## src/rtl/aes_ctrl_pkg.sv

```systemverilog
// Shared definitions for the AES-128 round sequencer.
//   - state_e         : controller state encoding
//   - SEL_ARK / SEL_ROUNDFB : state mux select values (round-input buffer source)
//   - SEL_KEY_EXT / SEL_KEY_FB : key mux select values (round-key-in buffer source)
//   - AES128_ROUNDS   : number of rounds for AES-128
package aes_ctrl_pkg;

    typedef enum logic [2:0] {
        ST_IDLE,
        ST_ARK,
        ST_ROUND,
        ST_KEY,
        ST_FINAL,
        ST_DONE
    } state_e;

    localparam logic SEL_ARK     = 1'b0;
    localparam logic SEL_ROUNDFB = 1'b1;
    localparam logic SEL_KEY_EXT = 1'b0;
    localparam logic SEL_KEY_FB  = 1'b1;

    localparam int AES128_ROUNDS = 10;

endpackage

```

## src/rtl/aes128_round_sequencer.sv

```systemverilog
// Moore controller for the iterative AES-128 cipher datapath, with a
// valid/ready request interface on the input and on the result.
//
// Ports:
//   clk        in   rising-edge clock
//   reset      in   asynchronous active-low reset
//   in_valid   in   host presents message/key
//   in_ready   out  block can be accepted this cycle
//   out_valid  out  ciphertext buffer holds an untaken result
//   out_ready  in   host takes the result
//   ld_msg     out  message buffer enable
//   ld_key     out  round-key-in buffer enable
//   sel_key    out  key mux select (0 external key, 1 expanded-key feedback)
//   en_state   out  round-input buffer enable
//   sel_state  out  state mux select (0 AddRoundKey result, 1 RoundBlock feedback)
//   en_round   out  RoundBlock output buffer enable
//   en_out     out  ciphertext buffer enable
//   en_rkey    out  expanded-key buffer enable
//   round_idx  out  KeyExpansion round number (Rcon index), 0 when en_rkey is low
//   busy       out  block in flight
//
// Timeline for one block (E0 = accepting edge): en_rkey captures at the odd
// edges E1..E(2N-1) with round_idx 1..N, en_round at the even edges
// E2..E(2N-2), en_out at E(2N), after which out_valid is held until taken.
module aes128_round_sequencer
    import aes_ctrl_pkg::*;
#(
    parameter int NUM_ROUNDS = AES128_ROUNDS,
    parameter int RIDX_W     = 4
) (
    input  logic              clk,
    input  logic              reset,
    input  logic              in_valid,
    output logic              in_ready,
    output logic              out_valid,
    input  logic              out_ready,
    output logic              ld_msg,
    output logic              ld_key,
    output logic              sel_key,
    output logic              en_state,
    output logic              sel_state,
    output logic              en_round,
    output logic              en_out,
    output logic              en_rkey,
    output logic [RIDX_W-1:0] round_idx,
    output logic              busy
);

    localparam logic [RIDX_W-1:0] RIDX_ONE  = RIDX_W'(1);
    localparam logic [RIDX_W-1:0] RIDX_LAST = RIDX_W'(NUM_ROUNDS);

    state_e            state_q, state_d;
    logic [RIDX_W-1:0] r_q, r_d;
    logic [RIDX_W-1:0] r_next;
    logic              accept;

    always_ff @(posedge clk or negedge reset) begin
        if (!reset) begin
            state_q <= ST_IDLE;
            r_q     <= '0;
        end else begin
            state_q <= state_d;
            r_q     <= r_d;
        end
    end

    // r counts completed KeyExpansion steps; r+1 is the round being expanded.
    assign r_next = r_q + 1'b1;

    always_comb begin
        state_d   = state_q;
        r_d       = r_q;
        accept    = 1'b0;
        in_ready  = 1'b0;
        out_valid = 1'b0;
        ld_msg    = 1'b0;
        ld_key    = 1'b0;
        sel_key   = SEL_KEY_EXT;
        en_state  = 1'b0;
        sel_state = SEL_ARK;
        en_round  = 1'b0;
        en_out    = 1'b0;
        en_rkey   = 1'b0;
        round_idx = '0;

        unique case (state_q)
            ST_IDLE: begin
                in_ready = 1'b1;
                if (in_valid) begin
                    accept  = 1'b1;
                    r_d     = RIDX_ONE;
                    state_d = ST_ARK;
                end
            end
            ST_ARK: begin
                en_state  = 1'b1;
                sel_state = SEL_ARK;
                en_rkey   = 1'b1;
                round_idx = RIDX_ONE;
                state_d   = ST_ROUND;
            end
            ST_ROUND: begin
                en_round = 1'b1;
                ld_key   = 1'b1;
                sel_key  = SEL_KEY_FB;
                state_d  = ST_KEY;
            end
            ST_KEY: begin
                en_state  = 1'b1;
                sel_state = SEL_ROUNDFB;
                en_rkey   = 1'b1;
                round_idx = r_next;
                if (r_next == RIDX_LAST) begin
                    state_d = ST_FINAL;
                end else begin
                    r_d     = r_next;
                    state_d = ST_ROUND;
                end
            end
            ST_FINAL: begin
                en_out  = 1'b1;
                state_d = ST_DONE;
            end
            ST_DONE: begin
                out_valid = 1'b1;
                // Taking the result frees the pipeline, so a new block can be
                // accepted on the same edge without passing through IDLE.
                in_ready  = out_ready;
                if (out_ready) begin
                    if (in_valid) begin
                        accept  = 1'b1;
                        r_d     = RIDX_ONE;
                        state_d = ST_ARK;
                    end else begin
                        state_d = ST_IDLE;
                    end
                end
            end
            default: begin
                state_d = ST_IDLE;
            end
        endcase

        // Loading message and external key is the handshake itself; sel_key
        // stays at the external source since accept never occurs in ROUND.
        ld_msg = accept;
        if (accept) begin
            ld_key = 1'b1;
        end
    end

    assign busy = (state_q != ST_IDLE) && (state_q != ST_DONE);

endmodule

```

## config.mk

```make
export PLATFORM = sky130hd
export DESIGN_NAME = aes128_round_sequencer
export DESIGN_NICKNAME = d
export VERILOG_FILES = /design/src/rtl/aes_ctrl_pkg.sv /design/src/rtl/aes128_round_sequencer.sv
export SDC_FILE = /design/constraint.sdc
export NUM_CORES = 1
export LEC_CHECK = 0
export CAP_MARGIN = 15
export CORE_UTILIZATION = 40
export DETAILED_ROUTE_END_ITERATION = 8
export PLACE_DENSITY = 0.7
export SETUP_SLACK_MARGIN = 0.4
export SYNTH_ARGS = -nofsm -noshare
export SYNTH_HDL_FRONTEND = slang
export SYNTH_SLANG_ARGS = --single-unit
```

## constraint.sdc

```tcl
create_clock -name clk -period 4 [get_ports clk]
set_input_delay 1.2 -clock clk [delete_from_list [all_inputs] [get_ports clk]]
set_output_delay 1.2 -clock clk [all_outputs]
set_load 0.01 [all_outputs]
```

---- Word level (Yosys, flattened, before mapping) ----
Cells that the tools add are included.
storage, ports and cells
  logic and storage cells ................. 40
  bits of input ports ..................... 4
  flip-flop bits (word level) ............. 7
operators by class
  reduce and logical (&&, ||, !) cells .... 7
  equal/unequal tests ..................... 10
  $add $sub $neg .......................... 1
  multiplexer cells ....................... 20
operators by type and width
  kind                   count
  $pmux W3 S6            1
  $mux W4                3
  $pmux W4 S3            1
  $mux W1                9
  $mux W3                3
  $pmux W4 S2            1
  $eq A3 B2 Y1 const B   2
  $eq A3 B3 Y1 const B   2
  $ne A2 B2 Y1 const B   3
  $reduce_bool A3 Y1     2
  $add A4 B1 Y4 const B  1
  $eq A4 B4 Y1 const B   1
  $pmux W1 S2            2
  $eq A3 B1 Y1 const B   1
  $logic_not A3 Y1       1
  $ne A3 B3 Y1 const B   1
  $reduce_and A3 Y1      1
  $reduce_and A2 Y1      1
  $reduce_or A2 Y1       1
  $logic_and A1 B1 Y1    1

---- Longest topological paths before layout ----
Gate-level depths: netlist of run 1.
  depth after elaboration ................. 4
  mapped depth ............................ 6

---- Least setup slack after synthesis of run 1 ----
OpenSTA, ideal clock, no wires.
  path type ............................... input-to-output
  start point ............................. input port out_ready
  end point ............................... output port ld_key
  buffers on the path ..................... 0
  arrival ................................. 1.905 ns
  slack ................................... 0.895 ns
  stages .................................. 4
  path through ............................ nand3_1 -> a21oi_1 -> and2_1 -> or2_2
on the way
  word-level cells in the longest chain between the ends .. 3
ends and longest elaborated chain
  what             line                           text
  start, declared  aes128_round_sequencer.sv:36   input logic out_ready,
  $mux W1          aes128_round_sequencer.sv:129  if (out_ready) begin
  $pmux W1 S2      aes128_round_sequencer.sv:86   unique case (state_q)
  via ld_msg       aes128_round_sequencer.sv:37   output logic ld_msg,
  $mux W1          aes128_round_sequencer.sv:147  if (accept) begin
  end, declared    aes128_round_sequencer.sv:38   output logic ld_key,
The timed path passes the listed nets, and every way through them passes these cells.

---- Worst setup path after layout of run 1 ----
  start point ............................. input port in_valid
  end point ............................... output port ld_key
on the way
  word-level cells in the longest chain between the ends .. 4
ends and longest elaborated chain
  what             line                                                         text
  start, declared  aes128_round_sequencer.sv:33                                 input logic in_valid,
  $mux W1 *        aes128_round_sequencer.sv:89, aes128_round_sequencer.sv:130
  $mux W1          aes128_round_sequencer.sv:129
  $pmux W1 S2 *    aes128_round_sequencer.sv:86
  $mux W1 *        aes128_round_sequencer.sv:147
Mark *: on every way between the ends. The rest lies on a longest branch, timed or not.

==> flow_summary.ini, run 1 <==
[run_status]
status = finished clean

[floorplanning]
initial_core_util_pct = 45.2
dieArea_mm2 = 0.00172
core_area_mm2 = 0.00138
die_x_um = 41.5
num_rows = 13
io_pins = 19
fp.dieH_um = 41.5

[route]
drcViolationCount = 0
postRouteAntennaNets = 0
drtPass1Iterations = 4
wirelength_mm = 1.24
via_per_inst = 5.56
drt_iter0_drc = 8
dr_total_vias = 562
wire_per_inst_um = 12.2

[yosys]
syn_nets = 77
synth_area_leader_cell = dfrtp_1
ys_seq_area_share_pct = 28.1
synth.distinct_cells = 39
yosys_warnings = 0
avgSynthCellArea_um2 = 8.79
syn_inst = 71
synth_top_area_share_pct = 28.1
syn-cell-area_um2 = 624
synth_area_leaders = dfrtp_1 28%, buf_4 7.2%, a211oi_2 4.0%
synth_seq_cells = 7

[timing]
setup_ws_ns = 0.525
period_needed_ns = 3.48
finalMaxSlewViolations = 0
worst_pin_slew_ns = 0.460
fin_skew_ns = 0.00319
hold_viol_final = 0
rsz0062_at_grt = false
maxSlewHeadroom_pct = 69.3
fin_setup_tns_ns = 0
fmax_mhz = 288
fin_crit_sh_pct = 86.9
setup_viol = 0

[cts]
insertion_delay_ns = 0.24
tritoncts = yes
cts_max_level = 1
cts.clk_slew.worst_paths_ns = 0.05
hold_buffers = 0
cts_sinks = 7
cts_buffers = 3
clk_path_buf_depth = 2
root_buffer = clkbuf_4

[placement]
portBuffers = 18
gp_congestion = 0.838
dpl_worst_slack_ns = 0.0408
hpwl_um = 937

[layout]
final-seq-area_um2 = 175
num_antenna_cells = 0
multiInputGateArea_um2 = 368
drive_gt1_share_pct = 17.4
area_growth_pct = 27.5
final.fill_count = 132
final_util_pct = 57.6
nets = 93

[power_and_ir_drop]
p_total_mw = 0.680
ir_drop_v = 0.000433
p_leak_nw = 0.349
power_density_mw_per_mm2 = 855

[critical_path]
slowest_stage = clkdlybuf4s50_1
required_ns = 2.80
critPathMaxFanout = 5
critPathCaptureType = output port
criticalPathCategory = in2out
max_stage_delay_ns = 0.47
crit_path_cell_trace = clkdlybuf4s50_1 -> and2_1 -> or2_2 -> buf_6
startpoint_type = input pin
arrival_ns = 2.28

[grt]
gr-total-overflow = 0
grt_pass1_wl_mm = 2.12
antenna_found_initial = 0
grt_pass1_vias = 454
grt_util_all_layers_pct = 15.8
grt_max_degree = 16

[flow_run]
cap_violations = 0

[hold_path]
min_path_type = reg2reg
-- cells in the mapped netlist (all sizes together) --
library cell,instances
xnor2,1
or2,3
a21oi,3
nand3b,1
inv,4
dfrtp,7
nor3,2
o21ai,3
o32ai,1
a32o,1
and2,1
or3,1
clkbuf,3
nor3b,1
o32a,1
and4b,1
nor2b,1
o21ba,1
a211oi,2
o22a,1
a31oi,2
nor4b,1
nand2,4
and3,1
ha,2
buf,6
nor2,5
a21boi,2
a21o,1
nor4,1
nand3,3
and3b,1
o21bai,1
xor2,1
a221oi,1
-- logic make-up (layout without fill, tap and decap cells) --
kind of cell,count (synthesis),count (layout),share of synthesized area [%]
AOI/OAI and AO/OA,20,20,24.8
xor gates and xnor gates,2,2,2.81
adders and majority gates,2,2,4.01
buffers and inverters,13,28,13.0
DFF,7,7,28.1
and+or+nand+nor,27,27,27.3
-- per-layer routing --
metal	track usage [%]	routed length, µm	up-vias
li1	-	-	290
met1	23.2	644	260
met2	22.2	569	12
met5	0	0	-
met3	2.61	22	0
met4	7.74	0	0
-- worst max-delay path, delay by kind of cell --
| family | cells | cell delay, ns |
|---|---|---|
| buffers and inverters | 2 | 0.60 |
| AND/OR/NAND/NOR | 2 | 0.48 |
-- registers in the layout, indices dropped and copies added, names as in the netlist --
name and count:
r_q 4, state_q 3
-- stage by stage --
step	instance area, µm²	instances	hold WS [ns]
after floorplan	624	71	0.531
final	796	101	0.583
after global placement	764	96	0.579
after global routing	796	101	0.630
after CTS	792	101	0.587
after detailed placement	764	96	0.576
-- layout make-up --
| class | instances | share of cell area (%) |
|---|---|---|
| Multi-Input combinational cell | 51 | 46.2 |
| Timing Repair Buffer | 20 | 24.2 |
| Sequential cell | 7 | 22.0 |
| Clock buffer | 4 | 3.30 |
| Tap cell | 15 | 2.36 |
| Inverter | 4 | 1.89 |
-- path summary, 6_finish.rpt --
check / start / endpoint / slack (ns) / depth (start not counted)
worst min-delay path: r_q[3] / r_q[3] / 0.58 / 1
worst max register to register: state_q[2] / r_q[3] / 2.31 / 5
max in group asynchronous: reset / r_q[3] / 2.59 / 1
worst max-delay path: in_valid / ld_key / 0.52 / 4
min in group asynchronous: reset / state_q[0] / 1.20 / 1
worst min register to register: r_q[3] / r_q[3] / 0.58 / 1
-- placed cells by master, fill, tap and decap left out, drive strengths merged, types with 3 or more instances in the layout --
cell type	count
dfrtp	7
nor2	5
or2	3
buf	4
nand3	3
clkdlybuf4s50	14
inv	4
nand2	4
o21ai	3
clkbuf	4
a21oi	3
-- what timing repair did --
item | in CTS | in global routing
resized for setup | 7 | 4
buffers inserted | 1 | 0
gates cloned | 0 | 0
setup endpoints to repair | 3 | 1
pin swaps | 2 | 1
-- report_power, final --
part / switching (mW) / total [mW] / internal (mW)
logic: 0.205 / 0.448 / 0.244
registers: 0.0706 / 0.171 / 0.101
clock network: 0.0227 / 0.0606 / 0.0378
total: 0.298 / 0.680 / 0.382
Power figures use the tool's default switching activity.
==> inputs of run 2 (changes only) <==
--- a/config.mk
+++ b/config.mk
@@ -7,6 +7,8 @@
 export LEC_CHECK = 0
 export CAP_MARGIN = 15
 export CORE_UTILIZATION = 40
+export CTS_BUF_LIST = sky130_fd_sc_hd__clkbuf_2
+export CTS_CLUSTER_SIZE = 28
 export DETAILED_ROUTE_END_ITERATION = 8
 export PLACE_DENSITY = 0.7
 export SETUP_SLACK_MARGIN = 0.4
==> run 2 against run 1 <==
Clock-buffer cell count is the same. Sequential power is essentially flat. Core utilization shrank 0.45 points. Clock skew grew 0.0014 ns. Critical path depth is the same. Flip-flop and latch count is the same. Critical endpoint unchanged. Largest cell class unchanged.
==> flow_summary.ini, run 2 (synthesized netlist as in run 1, its figures left out) <==
[layout]
drive_gt1_share_pct = 18.6
largest_register_ffs = 4
layout_commonest_cell = clkdlybuf4s50_1
final_area_um2 = 790
nets = 93
regMostFlops = r_q
area_growth_pct = 26.5
top_regs = r_q: 4 flops, state_q: 3 flops
layout_common_cells = 14 x clkdlybuf4s50_1, 7 x dfrtp_1, 5 x nor2_1
num_antenna_cells = 0

[grt]
grt_max_degree = 16
antenna_found_initial = 0
grt_pass1_vias = 455
grt_util_all_layers_pct = 16.1
grt_pass1_wl_mm = 2.13
gr-total-overflow = 0

[timing]
setup_viol = 0
setup_ws_ns = 0.525
finalMaxSlewViolations = 0
fin_skew_ns = 0.00460
period_needed_ns = 3.48
fmax_mhz = 288
finalHoldWorstSlack_ns = 0.586
fin_setup_tns_ns = 0
rsz0062_at_grt = false
hold_viol_final = 0
fin_crit_sh_pct = 86.9
maxSlewHeadroom_pct = 69.3
worst_pin_slew_ns = 0.460

[critical_path]
worstSetupEndpoint = ld_key
critPathCaptureType = output port
arrival_ns = 2.28
startpoint_type = input pin
r2r_end = r_q[3]
critPathMaxFanout = 5
required_ns = 2.80
rr_startpoint = state_q[2]
reg2reg_slack_ns = 2.30
criticalPathCategory = in2out
r2r_cells = 5
cp-startpoint = in_valid

[flow_run]
cap_violations = 0

[cts]
cts.clk_slew.worst_paths_ns = 0.06
clk_path_buf_depth = 2
hold_buffers = 0
insertion_delay_ns = 0.22
cts_max_level = 1
cts_buffers = 3
cts_sinks = 7
root_buffer = clkbuf_2
tritoncts = yes

[floorplanning]
core_area_mm2 = 0.00138
fp.dieH_um = 41.5
io_pins = 19
dieArea_mm2 = 0.00172
die_x_um = 41.5
initial_core_util_pct = 45.2
num_rows = 13

[route]
wirelength_mm = 1.24
wire_per_inst_um = 12.2
dr_total_vias = 561
drt_iter0_drc = 8
via_per_inst = 5.55
drtPass1Iterations = 4
postRouteAntennaNets = 0
drcViolationCount = 0

[run_status]
status = finished clean

[power_and_ir_drop]
clkPwrFrac_pct = 7.4
power.switching_mw = 0.298
ir_drop_v = 0.000413
power_density_mw_per_mm2 = 847
seqPwrFrac_pct = 25.6
internal_power_mw = 0.371
switching_share_pct = 44.5
combPwrFrac_pct = 67.0
p_leak_nw = 0.351

[placement]
dpl_cell_area_um2 = 764
dpl_worst_slack_ns = 0.0408
gp_congestion = 0.838
portBuffers = 18
hpwl_um = 937

[hold_path]
min_path_type = reg2reg
run 2: changes by cell type in the layout (fill, tap and decap cells not counted):
cell / previous run / this run
clkbuf_2: 0 / 4
clkbuf_4: 3 / 0
clkbuf_1: 1 / 0
run 2: worst min path at each step:
stage | start | end | depth (start not counted)
2_1_floorplan | r_q[3] | r_q[3] | 1
3_3_place_gp | r_q[3] | r_q[3] | 1
3_5_place_dp | r_q[3] | r_q[3] | 1
4_1_cts | r_q[3] | r_q[3] | 1
5_1_grt | r_q[3] | r_q[3] | 1
6_report | r_q[3] | r_q[3] | 1
run 2: cell type report:
cell class | instances | area (µm²)
Timing Repair Buffer | 20 | 193
Multi-Input combinational cell | 51 | 368
Tap cell | 15 | 18.8
Fill cell | 135 | 593
Inverter | 4 | 15.0
Clock buffer | 4 | 20.0
Sequential cell | 7 | 175
run 2: per-layer routing:
layer | wire [µm] | global-route usage [%]
met1 | 639 | 23.2
met2 | 572 | 22.2
met3 | 24 | 2.61
met4 | 0 | 9.68
met5 | 0 | 0
run 2: metrics by stage:
step	utilization [%]	power (mW)	cells
floorplan	-	0.488	71
global placement	55.3	0.616	96
detailed placement	55.3	0.620	96
CTS	56.8	0.667	101
global route	57.1	0.733	101
finish	57.1	0.669	101
run 2: worst max-delay path, stage by stage:
cell,delay (ns)
clkdlybuf4s50_1,0.47
and2_1,0.18
or2_2,0.30
buf_6,0.13
run 2: what timing repair did:
action | in CTS | in global routing
cloned | 0 | 0
setup buffers | 1 | 0
endpoints found under the setup margin | 3 | 1
pin swaps | 2 | 1
resized for setup | 7 | 4
run 2: power groups by stage:
stage	registers, mW	logic [mW]	clock network [mW]
floorplan	0.133	0.356	0
global placement	0.171	0.445	0
detailed placement	0.172	0.448	0
CTS	0.170	0.443	0.0531
global route	0.182	0.492	0.0581
finish	0.171	0.448	0.0494
==> RTL edit, RTL diff (flow settings as in run 2) <==
`r_q` no longer has a reset.
--- a/src/rtl/aes128_round_sequencer.sv
+++ b/src/rtl/aes128_round_sequencer.sv
@@ -58,9 +58,11 @@
         if (!reset) begin
             state_q <= ST_IDLE;
-            r_q     <= '0;
         end else begin
             state_q <= state_d;
-            r_q     <= r_d;
         end
+    end
+
+    always_ff @(posedge clk) begin
+        r_q <= r_d;
     end
 
Check against the original RTL: no difference found for any inputs over 10 cycles, from zero or initial values and one cycle with reset low; that may be too few to reach the edited logic, so the function may still have changed.
==> RTL edit against run 2 <==
Largest cell class unchanged; sequential cell count is the same; setup slack lost 0.081 ns; largest power group unchanged; total power shrank 5.8%; synthesized area shrank 15%; combinational power shrank 10%; worst hold slack gained 0.054 ns; design area shrank 12%; wire length shrank 17%; non-clock buffer count shrank 2; synthesized cell count shrank 24%.
==> RTL edit: results (changes against run 2) <==
| Metric | Value |
|---|---|
| Register area share after synthesis | 0.369 (+0.0882) |
| P_leak | 0.286 nW (-19%) |
| WHS Path Cells | 1 (unchanged) |
| Wire length of the first global-routing pass | 1.60 mm (-25%) |
| Maximum VDD drop | 0.504 mV (+22%) |
| Fill cell count | 108 (-20%) |
| Post-CTS setup buffers | 0 (-1) |
| Worst Hold Endpoint | r_q[0]$_SDFFCE_PN1P_ |
| Average size of a mapped cell | 9.80 um2 (+11%) |
| CTS Buf Count | 3 (unchanged) |
| Dpl cells | 81 (-16%) |
| Synth cell count leaders | 7 x nor2_1, 4 x and2_1, 4 x edfxtp_1 |
| Final setup margin | 0.444 ns (-0.0807 ns) |
| Number of global-route vias before repair | 384 (-16%) |
| Setup Skew | 0.00458 ns (-0.0000237 ns) |
| Pin count of the biggest net entering global routing | 12 (-4) |
| Final Net Count | 78 (-16%) |
| Layout cells sized above 1 | 0.183 (-0.00295) |
| Synth Area in Adders | 0.0473 (+0.00720) |
| Post-detail-place hpwl | 760 um (-19%) |
| Worst reg-to-reg path cell count | 4 (-1) |
| Flop2flop setup slack | 2.15 ns (-0.15 ns) |
| Worst-Skew Late Latency | 0.25 ns (+0.03 ns) |
| Worst Tran Pin Value | 0.483 ns (+0.0229 ns) |
| Post-synthesis compound-gate area fraction | 0.168 (-0.0806) |
| CTS clk-pin slew, worst paths | 0.08 ns (+0.02 ns) |
| R2R Path Start | r_q[0]$_SDFFCE_PN1P_ |
| Data arrival, critical path | 2.36 ns (+0.08 ns) |
| Via count | 445 (-21%) |
| Wire length per cell | 12.1 um (-0.88%) |
| Top FF cell, synth | edfxtp_1 |
| Post-synth EDFFs | 4 (+4) |
| Gr usage total | 0.166 (+0.00585) |
| CP startpoint | out_ready |
| Post-DR vias/cell | 5.24 (-5.7%) |
| Status | finished, final reports clean |
| Reg-to-reg endpoint | r_q[2]$_SDFFCE_PN0P_ |
| Initial detailed-routing violation count | 6 (-2) |
| Crit-path max FO | 3 (-2) |
| Unique masters post-synth | 29 (-26%) |
| Area share of xor/xnor cells in the synthesized design | 0.0331 (+0.00504) |
| Syn Nets | 60 (-22%) |
| Switching part of the total power | 0.414 (-0.0309) |
| Post-synth ARST share | 0.429 (-0.571) |
| Critical path endpoint | ld_key |
| Synth area leaders | edfxtp_1 23%, dfrtp_1 14%, nor2_1 5.0% |
| Hold Crit Start | r_q[0]$_SDFFCE_PN1P_ |
| Pre-CTS WS | 0.0955 ns (+0.0547 ns) |
| Final GP Congestion | 0.743 (-11%) |
-- RTL edit: routing by layer --
layer	track usage	share of wire	vias up
met5	0	0	-
met4	0.0776	0.013	0
met3	0.0872	0.059	2
met2	0.233	0.44	13
met1	0.208	0.48	209
li1	-	-	221
-- RTL edit: cell type report --
class                      instances  area, um2  share of cell area
inverter                           4       15.0              0.0216
clock buffer                       4       20.0              0.0288
tap                               14       17.5              0.0252
sequential                         7        195               0.281
timing repair buffer              18        174               0.250
multi-input combinational         38        274               0.394
-- RTL edit: cells by family after synthesis --
family	Yosys count
buffers and inverters	9
DFF	7
adders and majority gates	2
xor gates and xnor gates	2
AOI/OAI and AO/OA	9
and+or+nand+nor	25
-- RTL edit: per-stage QoR --
| step | util | power, mW | cell area [um2] | hold slack (ns) |
|---|---|---|---|---|
| final | 0.594 | 0.630 | 696 | 0.640 |
| after global routing | 0.594 | 0.678 | 696 | 0.682 |
| after CTS | 0.597 | 0.636 | 699 | 0.642 |
| after detailed placement | 0.582 | 0.585 | 682 | 0.622 |
| after global placement | 0.582 | 0.585 | 682 | 0.622 |
| after floorplan | - | 0.441 | 529 | 0.523 |
-- RTL edit: timing repair --
item / in CTS / in global routing
endpoints found under the hold margin: 0 / 0
gates resized for setup: 4 / 2
endpoints found under the setup margin: 3 / 2
pin swaps: 0 / 1
-- RTL edit: worst max-delay path, cell delays in order --
cell and delay (ns):
clkdlybuf4s50_1 0.50, nand3_1 0.13, a21oi_4 0.17, a21o_1 0.12
clkdlybuf4s15_1 0.24
-- RTL edit: power groups by stage --
stage	registers, mW	clock network [mW]	logic, mW
floorplan	0.143	0	0.297
global placement	0.175	0	0.410
detailed placement	0.173	0	0.411
CTS	0.172	0.0559	0.408
global route	0.180	0.0610	0.436
finish	0.172	0.0550	0.403
